File: src/rtl/regfile_bypass_pkg.sv
// regfile_bypass shared package: sizes, word/select types, per-bit mux.
// Optional same-cycle bypass is enabled by defining REGFILE_BYPASS_EN.
package regfile_bypass_pkg;

    localparam int REG_WIDTH = 16;
    localparam int NUM_REGS  = 8;
    localparam int REG_SEL_W = 3;

    typedef logic [REG_WIDTH-1:0] reg_word_t;
    typedef logic [REG_SEL_W-1:0] reg_sel_t;

    // Single-bit 2:1 mux: s=0 passes a, s=1 passes b.
    function automatic logic mux2_1(
        input logic a,
        input logic b,
        input logic s
    );
        return s ? b : a;
    endfunction

endpackage

File: src/rtl/regfile_bypass_if.sv
// regfile_bypass bus: read/write selects, write data and read results.
// Optional bypass (REGFILE_BYPASS_EN) changes no signals here.
interface regfile_bypass_if #(
    parameter int WIDTH = regfile_bypass_pkg::REG_WIDTH,
    parameter int SELW  = regfile_bypass_pkg::REG_SEL_W
);

    logic [SELW-1:0]  read1RegSel;
    logic [SELW-1:0]  read2RegSel;
    logic [SELW-1:0]  writeRegSel;
    logic [WIDTH-1:0] writeData;
    logic             write;
    logic [WIDTH-1:0] read1Data;
    logic [WIDTH-1:0] read2Data;
    logic             err;

    modport master (
        output read1RegSel, read2RegSel, writeRegSel, writeData, write,
        input  read1Data, read2Data, err
    );

    modport slave (
        input  read1RegSel, read2RegSel, writeRegSel, writeData, write,
        output read1Data, read2Data, err
    );

endinterface

File: src/rtl/regfile_reg.sv
// One register-file word: per-bit flop fed by a hold/load 2:1 mux.
// Synchronous clear wins over load.
module regfile_reg
    import regfile_bypass_pkg::*;
#(
    parameter int WIDTH = REG_WIDTH
) (
    input  logic             clk,
    input  logic             rst,
    input  logic             i_we,
    input  logic [WIDTH-1:0] i_d,
    output logic [WIDTH-1:0] o_q
);

    logic [WIDTH-1:0] r_q;
    logic [WIDTH-1:0] w_next;

    // Per-bit select between current value and incoming write data.
    always_comb begin
        w_next = r_q;
        for (int b = 0; b < WIDTH; b++) begin
            w_next[b] = mux2_1(r_q[b], i_d[b], i_we);
        end
    end

    // Storage flops with synchronous clear.
    always_ff @(posedge clk) begin
        if (rst) begin
            r_q <= '0;
        end else begin
            r_q <= w_next;
        end
    end

    assign o_q = r_q;

endmodule

File: src/rtl/regfile_bypass.sv
// Register file top: write decoder, NREGS words, two read mux trees.
// Define REGFILE_BYPASS_EN to forward writeData to matching read ports.
module regfile_bypass
    import regfile_bypass_pkg::*;
#(
    parameter int WIDTH = REG_WIDTH,
    parameter int NREGS = NUM_REGS,
    parameter int SELW  = REG_SEL_W
) (
    input logic            clk,
    input logic            rst,
    regfile_bypass_if.slave bus
);

    logic [NREGS-1:0] w_we;
    logic [WIDTH-1:0] w_q [NREGS];
    logic [WIDTH-1:0] w_rd1;
    logic [WIDTH-1:0] w_rd2;

    // One-hot write decode of writeRegSel, gated by write.
    always_comb begin
        w_we = '0;
        if (bus.write) begin
            w_we[bus.writeRegSel] = 1'b1;
        end
    end

    for (genvar g = 0; g < NREGS; g++) begin : g_reg
        regfile_reg #(
            .WIDTH (WIDTH)
        ) u_reg (
            .clk  (clk),
            .rst  (rst),
            .i_we (w_we[g]),
            .i_d  (bus.writeData),
            .o_q  (w_q[g])
        );
    end

    // Read mux trees over the stored words.
    always_comb begin
        w_rd1 = w_q[bus.read1RegSel];
        w_rd2 = w_q[bus.read2RegSel];
    end

`ifdef REGFILE_BYPASS_EN
    logic w_hit1;
    logic w_hit2;

    // Forward writeData to any port reading the register being written.
    always_comb begin
        w_hit1 = bus.write && !rst &&
                 (bus.read1RegSel == bus.writeRegSel);
        w_hit2 = bus.write && !rst &&
                 (bus.read2RegSel == bus.writeRegSel);
    end

    assign bus.read1Data = w_hit1 ? bus.writeData : w_rd1;
    assign bus.read2Data = w_hit2 ? bus.writeData : w_rd2;
`else
    assign bus.read1Data = w_rd1;
    assign bus.read2Data = w_rd2;
`endif

    // Unknown control inputs are only observable in simulation.
`ifdef SYNTHESIS
    assign bus.err = 1'b0;
`else
    assign bus.err = $isunknown({bus.write, bus.writeRegSel,
                                 bus.read1RegSel, bus.read2RegSel});
`endif

endmodule

File: src/flat_wrapper.sv
// flat-port wrapper written by rule: the top's interface ports become plain ports
module regfile_bypass_flat import regfile_bypass_pkg::*;
#(
    parameter int WIDTH = REG_WIDTH,
    parameter int NREGS = NUM_REGS,
    parameter int SELW  = REG_SEL_W
)
  (clk, rst, bus_read1RegSel, bus_read2RegSel, bus_writeRegSel, bus_writeData, bus_write, bus_read1Data, bus_read2Data, bus_err);
  regfile_bypass_if #(.WIDTH(WIDTH), .SELW(SELW)) bus_i ();
  input logic clk;
  input logic rst;
  input wire logic [$bits(bus_i.read1RegSel)-1:0] bus_read1RegSel;
  input wire logic [$bits(bus_i.read2RegSel)-1:0] bus_read2RegSel;
  input wire logic [$bits(bus_i.writeRegSel)-1:0] bus_writeRegSel;
  input wire logic [$bits(bus_i.writeData)-1:0] bus_writeData;
  input wire logic [$bits(bus_i.write)-1:0] bus_write;
  output wire logic [$bits(bus_i.read1Data)-1:0] bus_read1Data;
  output wire logic [$bits(bus_i.read2Data)-1:0] bus_read2Data;
  output wire logic [$bits(bus_i.err)-1:0] bus_err;
  assign bus_i.read1RegSel = bus_read1RegSel;
  assign bus_i.read2RegSel = bus_read2RegSel;
  assign bus_i.writeRegSel = bus_writeRegSel;
  assign bus_i.writeData = bus_writeData;
  assign bus_i.write = bus_write;
  assign bus_read1Data = bus_i.read1Data;
  assign bus_read2Data = bus_i.read2Data;
  assign bus_err = bus_i.err;
  regfile_bypass #(.WIDTH(WIDTH), .NREGS(NREGS), .SELW(SELW)) u_core (.clk(clk), .rst(rst), .bus(bus_i));
endmodule
File: config.mk
export PLATFORM = sky130hd
export DESIGN_NAME = regfile_bypass_flat
export DESIGN_NICKNAME = d
export VERILOG_FILES = /design/src/rtl/regfile_bypass_pkg.sv /design/src/rtl/regfile_bypass_if.sv /design/src/rtl/regfile_reg.sv /design/src/rtl/regfile_bypass.sv /design/src/flat_wrapper.sv
export SDC_FILE = /design/constraint.sdc
export NUM_CORES = 1
export LEC_CHECK = 0
export ABC_AREA = 1
export BUFFER_PORTS_ARGS = -buffer_cell sky130_fd_sc_hd__buf_2
export CAP_MARGIN = 40
export CORE_MARGIN = 3
export CORE_UTILIZATION = 60
export DETAILED_ROUTE_END_ITERATION = 8
export GPL_ROUTABILITY_DRIVEN = 0
export PLACE_DENSITY = 0.83
export SLEW_MARGIN = 20
export SYNTH_ARGS = -nofsm -noshare
export SYNTH_HDL_FRONTEND = slang
export SYNTH_SLANG_ARGS = --single-unit
File: constraint.sdc
create_clock -name clk -period 2.2 [get_ports clk]
set_input_delay 0.44 -clock clk [delete_from_list [all_inputs] [get_ports clk]]
set_output_delay 0.44 -clock clk [all_outputs]
set_load 0.03 [all_outputs]
* Word level (Yosys, flattened, before mapping)
Cells that the tools add are included. Widths: inputs -> output; s select.
Operators by class: $mul 0, equal/unequal tests 0, multiplexer cells 9, divide/modulo/power cells 0, $add $sub $neg 0, reduce and logical (&&, ||, !) cells 1, bitwise gates (word level) 2, shift operators 0, order comparisons 4
Operator list (number):
- $bmux 16 s3 | 2
- $mux 16 | 4
- $ge 4x4->1 const B | 2
- $mux 8 | 1
- $not 3->4 | 2
- $lt 3x4->1 const B | 1
- $demux 1 s3 | 1
- $ge 3x1->1 const B | 1
- $logic_and 1x1->1 | 1
- $mux 1 | 1
Word-level totals: ROM bits 0, memory bits (writable) 0, bits in latches 0, output and inout bits 33, memories 0, bits in registers 128, bits of input ports 28

* Depth between registers and ports, before layout
Gate-level depths: netlist of run 1.
depth after elaboration 5, gate-level depth with buffers 7, depth with buffers taken out 6

* Modules after synthesis
From an unflattened synthesis of run 1, not the netlist that was laid out.
Second synthesis, totals: cells, all modules 1551, area, all modules 8483.1 um2
Modules (own cells, without submodules):
- regfile_reg | times used 8, sequential area each 320.3 um2, cells each 101, area an instance 670.6 um2
- regfile_bypass | times used 1, sequential area each 0.0 um2, cells each 743, area an instance 3118.0 um2

* Least setup slack after synthesis of run 1
Ideal clock, no wire load.
kind input port to output port, from in bus_read1RegSel[2], to out bus_read1Data[10], stages 5, data arrival time 1318 ps, setup slack 442 ps, data required time 1760 ps, path through clkbuf_1 > inv_1 > clkbuf_1 > nand2_1 > nand2_1
Between the ends: word-level cells in the longest chain between the ends 4
Ends and longest elaborated chain:
- from (decl) | line flat_wrapper.sv:12 | input wire logic [$bits(bus_i.read1RegSel)-1:0] bus_read1RegSel;
- $not 3->4 (implied by the code) | line regfile_bypass.sv:42 | w_rd1 = w_q[bus.read1RegSel];
- $bmux 16 s3 | line regfile_bypass.sv:42
- $mux 16 (implied by the code) (2 in series) | line regfile_bypass.sv:42
- to (decl) | line flat_wrapper.sv:17 | output wire logic [$bits(bus_i.read1Data)-1:0] bus_read1Data;
No other way between the ends. The select of a mux whose other input is x is not followed.

* Worst setup path after layout of run 1
from in bus_read2RegSel[0], to out bus_read2Data[15]
Between the ends: word-level cells in the longest chain between the ends 4
Ends and longest elaborated chain:
- from (decl) | line flat_wrapper.sv:13 | input wire logic [$bits(bus_i.read2RegSel)-1:0] bus_read2RegSel;
- $not 3->4 (implied by the code) | line regfile_bypass.sv:43 | w_rd2 = w_q[bus.read2RegSel];
- $bmux 16 s3 | line regfile_bypass.sv:43
- $mux 16 (implied by the code) (2 in series) | line regfile_bypass.sv:43
- to (decl) | line flat_wrapper.sv:18 | output wire logic [$bits(bus_i.read2Data)-1:0] bus_read2Data;
No other way between the ends. The select of a mux whose other input is x is not followed.

==> results of run 1 <==
==> how the worst min path moves through the flow <==
stage | from | end | slack, ns
final | bus_writeData[13] | u_core.g_reg[7].u_reg.o_q[13]$_SDFFE_PP0P_ | 0.36
after global routing | bus_writeData[13] | u_core.g_reg[7].u_reg.o_q[13]$_SDFFE_PP0P_ | 0.35
after CTS | bus_writeData[13] | u_core.g_reg[7].u_reg.o_q[13]$_SDFFE_PP0P_ | 0.34
after detailed placement | u_core.g_reg[0].u_reg.o_q[3]$_SDFFE_PP0P_ | u_core.g_reg[0].u_reg.o_q[3]$_SDFFE_PP0P_ | 0.47
after global placement | u_core.g_reg[3].u_reg.o_q[14]$_SDFFE_PP0P_ | u_core.g_reg[3].u_reg.o_q[14]$_SDFFE_PP0P_ | 0.46
after floorplan | u_core.g_reg[1].u_reg.o_q[12]$_SDFFE_PP0P_ | u_core.g_reg[1].u_reg.o_q[12]$_SDFFE_PP0P_ | 0.45
==> Yosys cell counts, types with 5 or more instances <==
cell	instances	area [um2]
buf_2	23	115
nand3_1	128	641
inv_2	7	26.3
clkbuf_2	6	30.0
o21ai_0	104	521
nand2_1	416	1560
clkbuf_1	36	135
dfxtp_1	128	2560
inv_1	134	503
o21ai_1	24	120
buf_6	10	113
nor2_1	257	965
nand2_4	5	56.3
==> power breakdown <==
group / total [mW] / internal (mW) / switching [mW]
Combinational: 1.08 / 0.333 / 0.750
Clock: 2.98 / 1.92 / 1.05
Sequential: 2.44 / 2.40 / 0.0404
==> worst min-delay path, cell delays in order <==
cell and delay (ns):
buf_2 0.16, nor2_1 0.06, nor2_1 0.09
==> stage by stage <==
step	hold slack, ns	utilization [%]	std cells
global placement	0.462	65.1	1476
global route	0.351	70.3	1508
floorplan	0.454	-	1296
CTS	0.337	70.3	1508
finish	0.355	70.3	1508
detailed placement	0.470	65.1	1476
==> cells by family after synthesis <==
kind of cell | count (synthesis)
AO/OA/AOI/OAI | 128
flip-flops | 128
AND/OR/NAND/NOR | 814
other | 1
buffers and inverters | 225
==> layout make-up <==
type | instances | area (um2) | area share, %
Multi-Input combinational cell | 943 | 3940 | 46.3
Timing Repair Buffer | 89 | 608 | 7.14
Clock inverter | 10 | 131 | 1.54
Sequential cell | 128 | 2560 | 30.1
Clock buffer | 22 | 494 | 5.81
Tap cell | 168 | 210 | 2.47
Inverter | 148 | 569 | 6.69
==> metal layers <==
layer | wire length [um] | up-vias | global-route usage, %
li1 | - | 4016 | -
met1 | 9540 | 3587 | 43.4
met2 | 11000 | 499 | 56.7
met3 | 2640 | 87 | 8.94
met4 | 932 | 0 | 19.9
met5 | 0 | - | 0
==> impl_metrics.yaml, run 1 <==
setup_path:
  worstSetupPathType: "input pin to primary output"
  crit_chain: "buf_2 > inv_2 > buf_4 > nand2_1 > nand3_1 > nand2_1 > nand2_1 > nand2_1 > buf_2"
  critical_path.most_common_cell: "nand2_1"
  cp-start-kind: "input pin"
  path_delay_family: "buffers and inverters"
  arrival_ns: 1.61
  r2r_cells: 2
  crit_slowest_cell: "buf_4"
  r2r-end: "u_core.g_reg[7].u_reg.o_q[7]$_SDFFE_PP0P_"
  worstSetupStartpoint: "bus_read2RegSel[0]"
  endpoint: "bus_read2Data[15]"
  path_depth: 9
  critPathMaxFanout: 13
  cp-end-kind: "primary output"
  critical_path_buf_inv_count: 4
  reg2reg_slack_ns: 1.54
  cp_slowest_stage_delay_ns: 0.26
  critPathRequiredTime_ns: 1.76
  worstReg2RegStart: "u_core.g_reg[7].u_reg.o_q[7]$_SDFFE_PP0P_"
logic_synthesis:
  synth_area_um2: 7480
  synth_adder_area_share_pct: 0
  synth_top_family_by_area: "simple AND/OR/NAND/NOR gates"
  synth_edf_count: 0
  ys.flop_type: "dfxtp_1"
  yosys_warnings: 0
  syn_nets: 1324
  syn_avg_cell_area_um2: 5.77
  async_flop_share_pct: 0
  netlist_instances: 1296
  ys_seq_elements: 128
  synthXorXnorAreaFrac_pct: 0
  synth-simple-area-share_pct: 44.0
  synth_compound_area_share_pct: 8.57
  synthMuxAreaShare_pct: 0
  ys_seq_area_share_pct: 34.3
  synth.distinct_cells: 19
layout:
  num_antenna_cells: 0
  layout_common_cells: "nand2_1 (416), nor2_1 (257), inv_1 (133)"
  synthToLayoutAreaGrowth_pct: 13.9
  largest_register_ffs: 128
  fillers: 1156
  fin_area_um2: 8510
  layout-drive-gt1-share_pct: 11.1
  layout.cells.most_common: "nand2_1"
  layout.nets: 1355
timing:
  rsz0062_at_grt: "false"
  max_slew.worst_pin.slew_ns: 0.514
  timing.fmax_ghz: 0.489
  fin_skew_ns: 0
  slew_viol_final: 0
  max_slew_margin_pct: 65.7
  hold_violations: 0
  fin_ws_ns: 0.154
  fin_setup_tns_ns: 0
  layout_min_cycle_time_ns: 2.05
  min_period_over_period_pct: 93.0
  finalSetupViolCount: 0
power:
  p_leak_nw: 4.37
  p_total_mw: 6.50
  powerDensity_nw_per_um2: 764
  vdd_ir_drop_max_uv: 442
routing:
  wl_mm: 24.1
  vias: 8189
  drc_errors: 0
  first_iter_violations: 997
  via_per_inst: 5.43
  final_antenna_net_count: 0
  route.detailed.wl_per_inst_um: 16.0
  dr.pass1.iters: 6
floorplanning:
  die_x_um: 118
  coreArea_um2: 12100
  die_area_um2: 13800
  die_h_um: 118
  start_util_pct: 61.7
  io_pins: 61
  row_count: 40
clock_network:
  clk_latency_ns: 0.42
  cts_buffer_depth: 2
  clock-sinks: 128
  cts-root-buf: "clkbuf_16"
  cts_buffers: 17
  cts.hold.buffers_added: 0
  cts_tree: "built"
  clk_pin_slew_ns: 0.06
  h-tree-depth: 4
  post_cts_resized: 0
  post_cts_buffers: 0
job:
  maxCapViolations: 0
placed_design:
  dp_hpwl_mm: 14.8
  dpl_worst_slack_ns: 0.218
  placed_cell_area_um2: 7890
  io_buffers: 59
min_path:
  holdPathStages: 3
  hold_class: "input pin to flip-flop"
global_routing:
  grt_pass1_wl_mm: 39.0
  grt_pass1_vias: 7703
  grt_max_degree: 60
  gr-total-overflow: 0
  grt_usage_pct: 35.4
  antenna_found_initial: 0
run_status:
  status: "completed"
(Power assumes the default switching activity.)
==> run 2, diff against run 1 <==
--- a/config.mk
+++ b/config.mk
@@ -9,10 +9,10 @@
 export BUFFER_PORTS_ARGS = -buffer_cell sky130_fd_sc_hd__buf_2
 export CAP_MARGIN = 40
 export CORE_MARGIN = 3
-export CORE_UTILIZATION = 60
+export CORE_UTILIZATION = 50
 export DETAILED_ROUTE_END_ITERATION = 8
 export GPL_ROUTABILITY_DRIVEN = 0
-export PLACE_DENSITY = 0.83
+export PLACE_DENSITY = 0.71
 export SLEW_MARGIN = 20
 export SYNTH_ARGS = -nofsm -noshare
 export SYNTH_HDL_FRONTEND = slang
==> impl_metrics.yaml, run 2 (same netlist as run 1, synthesis figures left out) <==
layout:
  layout_common_cells: "nand2_1 (416), nor2_1 (257), inv_1 (133)"
  fin_area_um2: 8510
  layout.cells.most_common: "nand2_1"
  seq_area_um2: 2560
  synthToLayoutAreaGrowth_pct: 13.8
  layout.nets: 1351
  layout-drive-gt1-share_pct: 10.9
  largest_register_ffs: 128
  num_antenna_cells: 0
  multiInputGateArea_um2: 3940
  fillers: 1472
  final_cells: 1520
global_routing:
  grt_pass1_wl_mm: 38.7
  grt_usage_pct: 30.2
  grt_max_degree: 114
  gr-total-overflow: 0
  grt_pass1_vias: 7215
  antenna_found_initial: 0
setup_path:
  cp_slowest_stage_delay_ns: 0.35
  cp-start-kind: "input pin"
  critical_path_buf_inv_count: 3
  critical_path.most_common_cell: "nand2_1"
  worstReg2RegStart: "u_core.g_reg[7].u_reg.o_q[5]$_SDFFE_PP0P_"
  path_depth: 8
  reg2reg_slack_ns: 1.53
  r2r-end: "u_core.g_reg[7].u_reg.o_q[5]$_SDFFE_PP0P_"
  r2r_cells: 2
  critPathRequiredTime_ns: 1.76
  cp-end-kind: "primary output"
  crit_slowest_cell: "buf_4"
  worstSetupPathType: "input pin to primary output"
  crit_chain: "buf_2 > buf_4 > nand2_1 > nand3_1 > nand2_1 > nand2_1 > nand2_1 > buf_2"
  path_delay_family: "buffers and inverters"
  arrival_ns: 1.51
  critPathMaxFanout: 32
run_status:
  status: "completed"
floorplanning:
  die_h_um: 128
  row_count: 44
  coreArea_um2: 14600
  die_x_um: 128
  start_util_pct: 51.3
  io_pins: 61
  die_area_um2: 16500
power:
  power_frac_comb_pct: 16.5
  p_int_mw: 4.65
  p_leak_nw: 4.34
  p_seq_share_pct: 37.3
  swShare_pct: 28.8
  netSwitchingPower_mw: 1.88
  powerDensity_nw_per_um2: 768
  clkPwrFrac_pct: 46.2
  p_total_mw: 6.53
  vdd_ir_drop_max_uv: 539
routing:
  vias: 8036
  final_antenna_net_count: 0
  via_per_inst: 5.29
  route.detailed.wl_per_inst_um: 16.1
  first_iter_violations: 878
  wl_mm: 24.5
  drc_errors: 0
  dr.pass1.iters: 6
placed_design:
  dpl_worst_slack_ns: 0.287
  placed_cell_area_um2: 7880
  io_buffers: 59
  dp_hpwl_mm: 14.9
  place_inst: 1488
timing:
  hold_violations: 0
  min_period_over_period_pct: 88.5
  fin_skew_ns: 0
  timing.fmax_ghz: 0.513
  fin_setup_tns_ns: 0
  rsz0062_at_grt: "false"
  slew_viol_final: 0
  finalSetupViolCount: 0
  layout_min_cycle_time_ns: 1.95
  fin_ws_ns: 0.252
clock_network:
  clk_pin_slew_ns: 0.06
  clock-sinks: 128
  post_cts_buffers: 0
  h-tree-depth: 4
  cts_buffer_depth: 2
  cts_tree: "built"
  cts-root-buf: "clkbuf_16"
  cts.hold.buffers_added: 0
  cts_buffers: 17
  clk_latency_ns: 0.42
  post_cts_resized: 0
min_path:
  hold_class: "input pin to flip-flop"
  min_to: "u_core.g_reg[7].u_reg.o_q[6]$_SDFFE_PP0P_"
  holdCritStartpoint: "bus_writeData[6]"
  holdPathStages: 3
job:
  maxCapViolations: 0
run 2: tightest hold or removal path, cell delays in order:
cell and delay [ns]:
buf_2 0.16, nor2_1 0.06, nor2_1 0.09
run 2: through the flow:
step / utilization [%] / hold WS (ns)
after floorplan: - / 0.454
after global placement: 54.0 / 0.461
after detailed placement: 54.0 / 0.471
after CTS: 58.3 / 0.354
after global routing: 58.3 / 0.381
final: 58.3 / 0.359
run 2: worst max-delay path by stage:
stage / startpoint / endpoint / slack, ns
after detailed placement: bus_read2RegSel[0] / bus_read2Data[12] / 0.29
final: bus_read1RegSel[0] / bus_read1Data[2] / 0.25
after floorplan: bus_read1RegSel[2] / bus_read1Data[10] / 0.44
after global routing: bus_read1RegSel[0] / bus_read1Data[4] / 0.17
after CTS: bus_read1RegSel[0] / bus_read1Data[6] / 0.25
after global placement: bus_read1RegSel[0] / bus_read1Data[4] / 0.28
run 2: cell type report:
cell class	count	area share, %
Multi-Input combinational cell	943	46.3
Sequential cell	128	30.1
Timing Repair Buffer	85	6.80
Inverter	148	6.69
Clock buffer	18	5.16
Tap cell	184	2.71
Clock inverter	14	2.22
run 2: layer usage:
layer  global-route usage, %  up-vias  routed length, um  share of wire [%]
met2                    45.6      364              10800                 44
met4                    11.7        0                714                2.9
met1                    41.7     3603              10700                 44
met3                    6.88       66               2240                9.1
met5                       0        -                  0                  0
li1                        -     4003                  -                  -
run 2: power groups by stage:
stage                     sequential, mW  combinational, mW  clock [mW]
final                               2.44               1.08        3.02
after global routing                2.45               1.19        3.15
after CTS                           2.44               1.07        3.04
after detailed placement            2.49               1.06           0
after global placement              2.49               1.05           0
after floorplan                     2.48              0.742           0
==> run 3, diff against run 2 <==
--- a/config.mk
+++ b/config.mk
@@ -5,14 +5,14 @@
 export SDC_FILE = /design/constraint.sdc
 export NUM_CORES = 1
 export LEC_CHECK = 0
-export ABC_AREA = 1
-export BUFFER_PORTS_ARGS = -buffer_cell sky130_fd_sc_hd__buf_2
+export ABC_AREA = 0
 export CAP_MARGIN = 40
 export CORE_MARGIN = 3
-export CORE_UTILIZATION = 50
+export CORE_UTILIZATION = 69
 export DETAILED_ROUTE_END_ITERATION = 8
+export DONT_BUFFER_PORTS = 1
 export GPL_ROUTABILITY_DRIVEN = 0
-export PLACE_DENSITY = 0.71
+export PLACE_DENSITY = 0.88
 export SLEW_MARGIN = 20
 export SYNTH_ARGS = -nofsm -noshare
 export SYNTH_HDL_FRONTEND = slang
==> impl_metrics.yaml, run 3 <==
run_status:
  status: "finished with violations"
  violations: "DRC, setup timing"
logic_synthesis:
  async_flop_share_pct: 0
  yosysTopAreaCellShare_pct: 37.5
  synth_area_um2: 6830
  netlist_top_cells_count: "nand2_1 (256), a21oi_1 (128), dfxtp_1 (128)"
  ys_seq_elements: 128
  syn_nets: 733
  synth.area.top_cells: "dfxtp_1 (38%), mux4_1 (22%), nand2_1 (14%)"
  synth.distinct_cells: 22
  ys_seq_area_share_pct: 37.5
  yosysMostFrequentCell: "nand2_1"
  yosys_warnings: 0
  ys.flop_type: "dfxtp_1"
  syn_avg_cell_area_um2: 9.69
  yosysTopAreaCell: "dfxtp_1"
  synth_edf_count: 0
  netlist_instances: 705
routing:
  via_per_inst: 7.93
  vias: 6596
  first_iter_violations: 1209
  final_antenna_net_count: 0
  route.detailed.wl_per_inst_um: 31.4
  met3_length_mm: 4.70
  wl_mm: 26.1
  met2_length_mm: 10.6
  wl_met1_mm: 7.86
  dr.pass1.iters: 9
  drc_errors: 15
  highest-signal-layer: "met4"
job:
  maxCapViolations: 0
power:
  p_leak_nw: 2.85
  vdd_ir_drop_max_uv: 464
  powerDensity_nw_per_um2: 785
  p_total_mw: 6.00
placed_design:
  dp_hpwl_mm: 11.5
  place_inst: 768
  io_buffers: 0
global_routing:
  grt_pass1_vias: 6615
  gr-total-overflow: 0
  grt_max_degree: 98
  antenna_found_initial: 0
  grt_usage_pct: 48.0
  grt_pass1_wl_mm: 39.7
clock_network:
  clock-sinks: 128
  clk_latency_ns: 0.54
  cts_buffer_depth: 2
  clk_pin_slew_ns: 0.06
  cts_buffers: 17
  h-tree-depth: 4
  cts-root-buf: "clkbuf_8"
  cts_tree: "built"
  post_cts_buffers: 0
floorplanning:
  row_count: 35
  die_x_um: 106
  coreArea_um2: 9420
  start_util_pct: 72.6
  die_h_um: 106
  die_area_um2: 11100
  io_pins: 61
timing:
  rsz0062_at_grt: "true"
  fin_ws_ns: -0.0809
  max_slew.worst_pin.slew_ns: 0.831
  fin_skew_ns: 0
  hold_violations: 0
  finalSetupViolCount: 9
  layout_min_cycle_time_ns: 2.28
  timing.fmax_ghz: 0.438
  fin_setup_tns_ns: -0.195
  slew_viol_final: 0
  min_period_over_period_pct: 104
  max_slew_margin_pct: 44.6
min_path:
  hold_class: "input pin to flip-flop"
  holdCritStartpoint: "bus_writeData[6]"
layout:
  layout_common_cells: "nand2_1 (256), a21oi_1 (128), dfxtp_1 (117)"
  layout-drive-gt1-share_pct: 19.2
  largest_register_ffs: 128
  fillers: 508
  layout.cells.most_common: "nand2_1"
  final_cells: 832
  fin_util_pct: 81.2
  synthToLayoutAreaGrowth_pct: 11.9
  layout.nets: 718
  num_antenna_cells: 0
setup_path:
  worstReg2RegStart: "u_core.g_reg[1].u_reg.o_q[9]$_SDFFE_PP0P_"
  worstSetupStartpoint: "u_core.g_reg[5].u_reg.o_q[3]$_SDFFE_PP0P_"
  worstSetupPathType: "flip-flop to primary output"
  critPathMaxFanout: 3
  critPathRequiredTime_ns: 1.76
  cp-end-kind: "primary output"
  cp-start-kind: "flip-flop"
  arrival_ns: 1.84
==> run 3: cell count changes after synthesis, sizes merged, moves of 10 or more <==
cell   delta
mux4     +64
mux2     +32
nor2    -261
inv     -145
a21oi   +128
nand2   -169
o21ai   -128
buf      +10
nand3   -128
==> run 3: what timing repair did <==
| action | 4_1_cts | 5_1_grt |
|---|---|---|
| resized for setup | 25 | 51 |
| setup endpoints to repair | 20 | 29 |
| hold endpoints to repair | 127 | 0 |
| hold buffers | 32 | 0 |
==> run 3: cells by family (layout without fill, tap and decap cells) <==
family,Yosys count,count (layout),synth area share [%]
buf+inv,80,78,7.05
other cells,1,1,0.0549
flops,128,128,37.5
simple gates,272,272,16.6
compound gates,128,128,9.38
mux,96,96,29.4
==> run 3: worst max-delay path: stages, from the launching register on <==
cell and delay (ns):
dfxtp_2 0.36, mux4_2 0.57, mux2_4 0.37
==> run 3: layout make-up <==
type	instances	area (um2)	share of cell area [%]
clock buffer	19	442	5.78
clock inverter	13	210	2.75
multi-input combinational	497	3810	49.9
sequential	128	2580	33.7
tap	129	161	2.11
timing repair buffer	46	443	5.79
==> run 3: worst paths after layout <==
path                                          endpoint  slack [ns]  depth (start not counted)
max                                   bus_read1Data[3]       -0.08                          2
min          u_core.g_reg[1].u_reg.o_q[6]$_SDFFE_PP0P_        0.03                          2
max reg2reg  u_core.g_reg[1].u_reg.o_q[9]$_SDFFE_PP0P_        0.79                          3
min reg2reg  u_core.g_reg[6].u_reg.o_q[9]$_SDFFE_PP0P_        0.48                          2
==> run 3: power breakdown <==
part	leakage (nW)	switching [mW]	internal, mW	total, mW
Sequential	1.04	0.0541	2.37	2.42
Combinational	1.49	0.207	0.189	0.396
Clock	0.314	1.16	2.02	3.18
==> run 3: metrics by stage <==
step | setup slack, ns | hold slack (ns) | instance area, um2
floorplan | 0.191 | 0.440 | 6830
global placement | 0.392 | 0.439 | 6650
detailed placement | 0.368 | 0.451 | 6650
CTS | 0.000621 | 0.0346 | 7700
global route | -0.0606 | 0.0392 | 7650
finish | -0.0809 | 0.0298 | 7650
==> run 3: layer usage <==
metal	GRT usage, %	vias up
met4	36.1	0
met2	69.3	832
met1	57.4	3008
li1	-	2435
met3	19.5	321
met5	0	-
